## src/rtl/user_input_check.sv

```systemverilog
// User-entry stage of the memory game: synchronises KEY presses and compares each one
// against the stored sequence. Optional debounce is enabled with `define USER_DEBOUNCE_EN.
module user_input_check #(
    parameter int unsigned ADDR_W  = 4,
    parameter int unsigned TIMEOUT = 250000000,
    parameter int unsigned DEB_CYC = 500000
) (
    input  logic              CLOCK,
    input  logic              reset,
    input  logic              R2,
    input  logic              E2,
    input  logic [3:0]        KEY,
    input  logic [ADDR_W-1:0] round,
    input  logic [1:0]        seq_data,
    output logic [ADDR_W-1:0] seq_addr,
    output logic [1:0]        user_code,
    output logic              end_User,
    output logic              end_time,
    output logic              match
);

    localparam int unsigned TW = $clog2(TIMEOUT);
    localparam logic [TW-1:0] TimerMax = TW'(TIMEOUT - 1);

    typedef enum logic [2:0] {
        StIdle,
        StWaitPress,
        StWaitRelease,
        StDone,
        StTout
    } state_e;

    state_e            state_q;
    logic [TW-1:0]     timer_q;
    logic [ADDR_W-1:0] seq_addr_q;
    logic [1:0]        user_code_q;
    logic              end_user_q;
    logic              end_time_q;
    logic              match_q;

    logic [3:0] key_meta_q;
    logic [3:0] key_sync_q;
    logic [3:0] ks_prev_q;
    logic [3:0] ks;

    always_ff @(posedge CLOCK or negedge reset) begin
        if (!reset) begin
            key_meta_q <= '0;
            key_sync_q <= '0;
            ks_prev_q  <= '0;
        end else if (R2) begin
            key_meta_q <= '0;
            key_sync_q <= '0;
            ks_prev_q  <= '0;
        end else begin
            key_meta_q <= KEY;
            key_sync_q <= key_meta_q;
            ks_prev_q  <= ks;
        end
    end

`ifdef USER_DEBOUNCE_EN
    localparam int unsigned DW = (DEB_CYC > 1) ? $clog2(DEB_CYC) : 1;

    logic [3:0][DW-1:0] deb_cnt_q;
    logic [3:0]         ks_q;

    // A bit only takes its new level after DEB_CYC consecutive cycles of disagreement.
    always_ff @(posedge CLOCK or negedge reset) begin
        if (!reset) begin
            deb_cnt_q <= '0;
            ks_q      <= '0;
        end else if (R2) begin
            deb_cnt_q <= '0;
            ks_q      <= '0;
        end else begin
            for (int i = 0; i < 4; i++) begin
                if (key_sync_q[i] != ks_q[i]) begin
                    if (deb_cnt_q[i] == DW'(DEB_CYC - 1)) begin
                        ks_q[i]      <= key_sync_q[i];
                        deb_cnt_q[i] <= '0;
                    end else begin
                        deb_cnt_q[i] <= deb_cnt_q[i] + 1'b1;
                    end
                end else begin
                    deb_cnt_q[i] <= '0;
                end
            end
        end
    end

    assign ks = ks_q;
`else
    assign ks = key_sync_q;
`endif

    logic       press;
    logic [1:0] press_code;

    always_comb begin
        press_code = '0;
        for (int i = 0; i < 4; i++) begin
            if (ks[i]) press_code = 2'(i);
        end
        // Only a clean one-hot edge out of all-released counts as a press.
        press = (ks_prev_q == '0) && (ks != '0) && ((ks & (ks - 4'd1)) == '0);
    end

    always_ff @(posedge CLOCK or negedge reset) begin
        if (!reset) begin
            state_q     <= StIdle;
            timer_q     <= '0;
            seq_addr_q  <= '0;
            user_code_q <= '0;
            end_user_q  <= 1'b0;
            end_time_q  <= 1'b0;
            match_q     <= 1'b0;
        end else if (R2) begin
            state_q     <= StIdle;
            timer_q     <= '0;
            seq_addr_q  <= '0;
            user_code_q <= '0;
            end_user_q  <= 1'b0;
            end_time_q  <= 1'b0;
            match_q     <= 1'b0;
        end else begin
            unique case (state_q)
                StIdle: begin
                    if (E2) begin
                        state_q    <= StWaitPress;
                        timer_q    <= '0;
                        seq_addr_q <= '0;
                    end
                end
                StWaitPress: begin
                    if (E2) begin
                        if (press) begin
                            user_code_q <= press_code;
                            if (press_code != seq_data) begin
                                state_q    <= StDone;
                                end_user_q <= 1'b1;
                                match_q    <= 1'b0;
                            end else if (seq_addr_q == round) begin
                                state_q    <= StDone;
                                end_user_q <= 1'b1;
                                match_q    <= 1'b1;
                            end else begin
                                state_q    <= StWaitRelease;
                                seq_addr_q <= seq_addr_q + 1'b1;
                                timer_q    <= '0;
                            end
                        end else if (timer_q == TimerMax) begin
                            state_q    <= StTout;
                            end_time_q <= 1'b1;
                            match_q    <= 1'b0;
                        end else begin
                            timer_q <= timer_q + 1'b1;
                        end
                    end
                end
                StWaitRelease: begin
                    if (E2) begin
                        if (timer_q == TimerMax) begin
                            state_q    <= StTout;
                            end_time_q <= 1'b1;
                            match_q    <= 1'b0;
                        end else begin
                            timer_q <= timer_q + 1'b1;
                            if (ks == '0) state_q <= StWaitPress;
                        end
                    end
                end
                default: ;
            endcase
        end
    end

    assign seq_addr  = seq_addr_q;
    assign user_code = user_code_q;
    assign end_User  = end_user_q;
    assign end_time  = end_time_q;
    assign match     = match_q;

endmodule

```

## config.mk

```make
export PLATFORM = sky130hd
export DESIGN_NAME = user_input_check
export DESIGN_NICKNAME = d
export VERILOG_FILES = /design/src/rtl/user_input_check.sv
export SDC_FILE = /design/constraint.sdc
export NUM_CORES = 1
export LEC_CHECK = 0
export BUFFER_PORTS_ARGS = -buffer_cell sky130_fd_sc_hd__clkbuf_2
export CORE_ASPECT_RATIO = 0.75
export CORE_MARGIN = 2
export CORE_UTILIZATION = 45
export CTS_BUF_LIST = sky130_fd_sc_hd__clkbuf_8
export DETAILED_ROUTE_END_ITERATION = 12
export HOLD_SLACK_MARGIN = 0.08
export PLACE_DENSITY = 0.65
export SETUP_SLACK_MARGIN = 0.4
export SLEW_MARGIN = 0
export SYNTH_ARGS = -nofsm -noshare
export SYNTH_HDL_FRONTEND = slang
export SYNTH_SLANG_ARGS = --single-unit
```

## constraint.sdc

```tcl
create_clock -name CLOCK -period 2.3 [get_ports CLOCK]
set_input_delay 0.345 -clock CLOCK [delete_from_list [all_inputs] [get_ports CLOCK]]
set_output_delay 0.345 -clock CLOCK [all_outputs]
set_load 0.005 [all_outputs]
```

==> results.md, run 1 <==
* Layout cell share with drive strength beyond 1 at 45.4%
* Area Growth Syn to Fin at 46.4%
* Slowest cell on the critical path: dfrtp_2
* Synth Area in Simple Gates at 25.0%
* Leading post-synthesis cells by cell area: dfrtp_1 45%, nor2_1 3.8%, a21oi_1 3.5%
* Largest area contributor in the netlist: dfrtp_1
* Adder and majority gate portion of the synthesized area at 0.867%
* Synth Area in Compound Gates at 19.2%
* CP cell instances: xor2_2 > a211oi_4 > buf_4 > buf_6 > nor3_4 > a21o_4 > buf_12 > buf_12 > buf_12 > a21oi_1
* Outcome: finished, violations left
* Switch share at 33.5%
* Area share of the largest cell type after synthesis at 45.1%
* Net Sw Power at 0.791 mW
* Crit path top cell by count: buf_12
* Synth Area in XOR/XNOR at 4.25%
* Reg2reg start: key_sync_q[3]
* Via Count at 2,746
* Post-Syn Area at 2890 um^2
* Worst reg-to-reg setup slack at -30 ps
* Sequential power share at 42.0%
* Final Wtd Congestion at 0.906
* Total Negative Setup Slacks at -47.7 ps
* Critical Path AT at 2560 ps
* H-Tree Depth at 2
* # rows at 25
* Pint at 1.57 mW
* CTS root buffer: clkbuf_8
* Sink Count at 52
* Clk Latency, worst-skew pair at 320 ps
* Startpoint types: register
* Via/cell ratio at 6.06
* Worst setup startpoint: key_sync_q[3]
* N_diodes at 0
* Die height at 73.4 um
* DP HPWL at 5340 um
* Crit path time final at 2330 ps
* Final Util at 67.6%
* CP peak stage delay at 500 ps
* Distinct cells, synth at 58
* Setup-failing EPs final at 2
* Placement Cell Area at 3330 um^2
* Horiz. Die Dim at 96.5 um
* Synth Flop Type: dfrtp_1
* Yosys warning count at 0
* Asr flop ratio synth at 100%
* Wirelength, routed at 8810 um
* Period utilization at 102%
* Syn Area/Cell at 9.59 um^2
* Initial antenna violation count at 0
* Gr ovfl total at 0
* Main combinational cell family by area after synthesis: simple AND/OR/NAND/NOR gates
* Synth Register Bits at 52
* Pre-CTS WS at 75.6 ps
* Cell Pwr Density at 559 nW/um^2
* Critical path endpoint category: register
* Reg area at 1310 um^2
* Drt pass-1 iters at 7
* DRC Markers at 0
* VDD IR max at 0.000489 V
* Worst setup path class: reg2reg
* CTS Buf Count at 5
* Worst r2r path cells at 10
* HP Start: KEY[3]
* CTS tree: done
* Count leader, synth: dfrtp_1
* Setup Skew at 17.4 ps
* CTS max path bufs at 2
* Net Count, Synth at 317
* CP required at 2520 ps
* Hold Vio Cnt, Final at 0
* Leakage Power at 1.71 nW
* Mux cell area share after synthesis at 1.82%
* GRT Total Usage at 24.6%
* Hold Crit Depth at 2
* Die Area at 7080 um^2
* Core area at 6260 um^2
* Gate count after technology mapping at 301
* DR iter-0 viols at 165
* FMAX at 428 MHz
* Combinational fraction of design power at 36.0%
* First-pass GRT wire length at 13,100 um
* Post-route design area at 4230 um^2
* Fill cells at 466
* EDFF count, synth at 0
* Worst Tran Pin Value at 624 ps
* Power Total at 2.36 mW
* Sequential fraction of the synthesis area at 45.1%
* Worst hold path type: in2reg
* Final net count at 388
* Slew HR at 58.4%
* DRT antenna net count at 0
* Final max-slew violation count at 0
* Clk pwr share at 21.9%
* Footprint of the multi-input gates at 1980 um^2
* Post-synth top cells: 52 x dfrtp_1, 29 x nor2_1, 20 x a21oi_1
* Failing checks: setup timing
* Largest net degree at the start of global routing at 31
* Port bufs at 22
* Max cap viols at 0
* RSZ-0062 raised after global routing: yes
* Routed len/inst at 19.5 um
* Worst setup margin at -34.7 ps
* Vias in the first global route at 2,486
* Reg clk slew, reported paths at 90 ps
* IO Pins at 23
* Worst-path fanout max at 7
* Initial Utilization at 46.2%
-- cells by family after synthesis --
group | Yosys count
buf+inv | 21
mux | 5
compound gates | 81
xor+xnor | 14
flops | 52
fa+ha+maj | 2
simple gates | 126
-- through the flow --
step | hold WS (ps) | instances
2_1_floorplan | 49.4 | 301
3_3_place_gp | 383 | 418
3_5_place_dp | 394 | 418
4_1_cts | 254 | 444
5_1_grt | 253 | 453
6_report | 254 | 453
-- layer usage --
layer	GRT usage [%]	wire length [um]	vias to the layer above
li1	-	-	1264
met1	37.5	4120	1369
met2	35.0	4030	105
met3	6.56	569	8
met4	5.48	91	0
met5	0	0	-
-- area by class of cell --
cell class	instances	share of cell area, %
clock buffers	5	1.63
clock inverters	2	0.296
inverters	6	0.533
multi-input cells	228	46.8
flip-flops and latches	52	30.9
well taps	81	2.40
repair buffers	79	17.4
-- path summary, 6_finish.rpt --
check	endpoint
hold reg to reg	key_sync_q[0]
max in group asynchronous	state_q[2]
setup / recovery	timer_q[21]
setup reg to reg	timer_q[21]
hold / removal	key_meta_q[3]
min in group asynchronous	timer_q[20]
-- what timing repair did --
item / in CTS / in global routing
pin swaps: 15 / 18
gates resized for setup: 49 / 71
endpoints found under the hold margin: 22 / 0
buffers inserted: 14 / 8
hold buffers: 1 / 0
endpoints found under the setup margin: 40 / 40
gates cloned: 4 / 1
-- power by group through the flow --
| stage | Combinational [mW] | Sequential, mW | Clock (mW) |
|---|---|---|---|
| 2_1_floorplan | 0.310 | 0.989 | 0 |
| 3_3_place_gp | 0.444 | 0.999 | 0 |
| 3_5_place_dp | 0.448 | 1.00 | 0 |
| 4_1_cts | 0.663 | 0.984 | 0.521 |
| 5_1_grt | 0.896 | 0.998 | 0.559 |
| 6_report | 0.852 | 0.994 | 0.518 |
-- flip-flops by register name, summed over array words and instances, names as in the netlist --
register / cells
end_User: 1
end_time: 1
key_meta_q: 4
key_sync_q: 4
ks_prev_q: 4
match: 1
seq_addr: 4
state_q: 3
timer_q: 28
user_code: 2
-- worst max-delay path: cells and delay by family (launching register included) --
family | cells | cell delay (ps)
flip-flops | 1 | 500
buffers and inverters | 5 | 680
AO/OA/AOI/OAI | 3 | 780
XOR/XNOR | 1 | 220
AND/OR/NAND/NOR | 1 | 60
-- cell usage in the layout (no fill, tap or decap), types with 4 or more instances in the layout --
master / netlist / final
dfrtp_1: 52 / 48
buf_4: 2 / 31
clkbuf_2: 0 / 22
nor2_1: 29 / 20
buf_6: 3 / 15
nor2b_1: 12 / 12
a21oi_1: 20 / 10
nand2_1: 10 / 9
a21oi_2: 0 / 9
nand3_1: 11 / 9
nand4_1: 8 / 8
or3_1: 9 / 7
o21ai_0: 18 / 7
inv_1: 6 / 6
o31ai_1: 10 / 6
o21ai_1: 0 / 6
and3_1: 7 / 6
nor2_4: 0 / 6
buf_12: 0 / 6
xnor2_1: 7 / 5
clkbuf_8: 0 / 5
xor2_1: 7 / 4
or4_4: 0 / 4
o21ai_2: 1 / 4
or4_1: 8 / 4
dfrtp_2: 0 / 4
No activity file was read; power rests on OpenSTA's default activity.
==> run 2, diff against run 1 <==
Settings changed: ABC_AREA set to 1, GPL_TIMING_DRIVEN set to 0, PLACE_DENSITY 0.65 to not set, SKIP_CTS_REPAIR_TIMING set to 1.
==> run 2 against run 1 <==
Against the previous run: the flow now finishes without violations; synthesized area increased by 24%; critical endpoint is now timer_q[27]; cell area decreased by 3.7%; sequential share of layout area increased by 1.1 points; global-route usage decreased by 0.24 points; non-clock buffer count decreased by 37; critical path depth decreased by 1; via count increased by 30%; synthesized cell count increased by 80%; critical path type unchanged; first-iteration DRC count increased by 75%; register-to-register slack improved by 530 ps; cell count increased by 52%; clock power increased by 14%; largest cell class unchanged.
==> results.md, run 2 <==
* Slew HR at 62.8% (+4.4 points)
* First-pass GRT wire length at 16,400 um (+25%)
* Area share of the largest cell type after synthesis at 36.3% (-8.7 points)
* Layout cell share with drive strength beyond 1 at 14.9% (-31 points)
* Largest net degree at the start of global routing at 53 (+71%)
* Syn Area/Cell at 6.60 um^2 (-31%)
* Via Count at 3,571 (+30%)
* CP top delay family: simple AND/OR/NAND/NOR gates
* Reg clk slew, reported paths at 110 ps (+20 ps)
* Total Negative Setup Slacks at 0 ps (+47.7 ps)
* CP peak stage delay at 500 ps (about the same)
* Via/cell ratio at 5.19 (-14%)
* CTS Buf Count at 5 (unchanged)
* Worst Tran Pin Value at 558 ps (-66.1 ps)
* Final max-slew violation count at 0 (unchanged)
* Leakage Power at 1.94 nW (+14%)
* Leading post-synthesis cells by cell area: dfrtp_1 36%, nand2_1 16%, nor2_1 9.4%
* CTS tree: done
* Synth Area in Compound Gates at 6.22% (-13 points)
* Synth Register Bits at 52 (unchanged)
* Worst-path fanout max at 7 (unchanged)
* DRC Markers at 0 (unchanged)
* GRT Total Usage at 24.4% (-0.24 points)
* Post-synth top cells: 151 x nand2_1, 90 x nor2_1, 76 x inv_1
* Post-Syn Area at 3580 um^2 (+24%)
* CTS root buffer: clkbuf_8
* Slowest cell on the critical path: dfrtp_1
* DP HPWL at 7630 um (+43%)
* Die Area at 8700 um^2 (+23%)
* Vias in the first global route at 3,185 (+28%)
* Drt pass-1 iters at 5 (-2)
* Max FFs per register at 28 (unchanged)
* Outcome: finished, final reports clean
* CP cell instances: nand2_1 > nor2_1 > nand2_1 > nor2_1 > nand3_1 > nand3_1 > nand2_1 > nand3_1 > nand2_1
* Gate count after technology mapping at 543 (+80%)
* Cell Pwr Density at 588 nW/um^2 (+5.2%)
* Final net count at 598 (+54%)
* Area Growth Syn to Fin at 13.6%
* VDD IR max at 0.000350 V (-28%)
* Horiz. Die Dim at 107 um (+11%)
* Main combinational cell family by area after synthesis: simple AND/OR/NAND/NOR gates
* N_diodes at 0 (unchanged)
* EDFF count, synth at 0 (unchanged)
* RSZ-0062 raised after global routing: yes
* Crit path top cell by count: nand2_1
* DRT antenna net count at 0 (unchanged)
* Worst hold path type: in2reg
* Setup-failing EPs final at 0 (-2)
* Core area at 7810 um^2 (+25%)
* Critical path endpoint category: register
* Routed len/inst at 14.6 um (-25%)
* Hold Vio Cnt, Final at 0 (unchanged)
* Synth Area in Simple Gates at 44.0% (+19 points)
* IO Pins at 23 (unchanged)
* Commonest non-fill, non-tap cell in the layout: nand2_1
* CP required at 2520 ps (about the same)
* Synth Area in XOR/XNOR at 2.20% (-2.0 points)
* H-Tree Depth at 2 (unchanged)
* FMAX at 555 MHz (+29%)
* Worst setup path class: reg2reg
* Startpoint types: register
* Crit path time final at 1800 ps (-532 ps)
* Asr flop ratio synth at 100% (unchanged)
* Fin cells at 688 (+52%)
* Buf/Inv on CP at 0 (-5)
* Count leader, synth: nand2_1
* Commonest cells after routing, fill and taps aside: 150 x nand2_1, 84 x nor2_1, 76 x inv_1
* CTS max path bufs at 2 (unchanged)
* Port bufs at 22 (unchanged)
* Clk Latency, worst-skew pair at 320 ps (about the same)
* Net Count, Synth at 559 (+76%)
* Placement Cell Area at 3820 um^2 (+15%)
* Wirelength, routed at 10,000 um (+14%)
* Sink Count at 52 (unchanged)
* Post-route design area at 4070 um^2 (-3.7%)
* # rows at 28 (+12%)
* Max cap viols at 0 (unchanged)
* Largest area contributor in the netlist: dfrtp_1
* Synth Flop Type: dfrtp_1
* Worst reg-to-reg setup slack at 500 ps (+530 ps)
* Die height at 81.3 um (+11%)
* Sequential fraction of the synthesis area at 36.3% (-8.7 points)
* Initial antenna violation count at 0 (unchanged)
* DR iter-0 viols at 288 (+75%)
* Gr ovfl total at 0 (unchanged)
* Distinct cells, synth at 35 (-40%)
* Hold slack at 190 ps (-63.9 ps)
* Period utilization at 78.4% (-23 points)
* Final Wtd Congestion at 0.938 (+3.6%)
* Adder and majority gate portion of the synthesized area at 0.698% (-0.17 points)
* Placed cells at 670 (+60%)
* Setup Skew at 8.77 ps (-8.63 ps)
* Biggest register: timer_q
* Mux cell area share after synthesis at 0% (-1.8 points)
* Yosys warning count at 0 (unchanged)
* Critical Path AT at 2020 ps (-540 ps)
* Initial Utilization at 45.9% (-0.29 points)
run 2: cell types whose count changed in the layout (fill, tap and decap cells not counted), moves of 7 or more:
cell,previous run,this run
or3_1,7,0
nor2_2,3,11
buf_4,31,11
nor2_1,20,84
nand4_1,8,28
inv_1,6,76
nand3_1,9,45
nand2_1,9,150
o21ai_0,7,17
nor2b_1,12,0
buf_6,15,3
a21oi_2,9,0
run 2: power by group:
group	leakage, nW	switching [mW]	total (mW)	internal, mW
registers	0.713	0.0644	1.04	0.972
clock network	0.0463	0.363	0.588	0.225
logic	1.18	0.527	0.768	0.241
run 2: layout make-up:
cell class / instances / area (um^2)
plain buffers: 10 / 72.6
clock buffers: 5 / 68.8
clock inverters: 3 / 27.5
fillers: 811 / 3740
inverters: 82 / 313
multi-input cells: 399 / 1950
flip-flops and latches: 52 / 1300
well taps: 105 / 131
repair buffers: 32 / 200
run 2: tightest hold or removal path, delay by kind of cell:
family,cells,cell delay (ps)
buf+inv,2,120
simple gates,1,30
run 2: kinds of logic after synthesis:
kind of cell / count (synthesis)
flip-flops: 52
adder cells (fa/ha/maj): 2
XOR/XNOR: 9
AND/OR/NAND/NOR: 351
buffers and inverters: 92
AO/OA/AOI/OAI: 37
run 2: final timing paths:
path / end / depth (start not counted) / start
min in group asynchronous: end_User / 2 / reset
worst max-delay path: timer_q[27] / 9 / timer_q[9]
worst min-delay path: key_meta_q[3] / 3 / KEY[3]
worst max register to register: timer_q[27] / 9 / timer_q[9]
worst min register to register: key_sync_q[0] / 2 / key_meta_q[0]
max in group asynchronous: seq_addr[0] / 3 / reset
run 2: metrics by stage:
step / setup WS (ps) / util (%) / power, mW
floorplan: 778 / - / 1.53
global placement: 400 / 49.0 / 1.75
detailed placement: 366 / 49.0 / 1.76
CTS: 343 / 50.2 / 2.35
global route: 360 / 52.1 / 2.54
finish: 497 / 52.1 / 2.39
run 2: per-layer routing:
metal	part of all wire, %	global-route usage [%]	vias up	wire length [um]
met5	0	0	-	0
met4	1.0	4.68	0	105
met3	5.9	3.77	11	588
met2	41	35.3	102	4070
met1	53	38.1	1664	5270
li1	-	-	1794	-
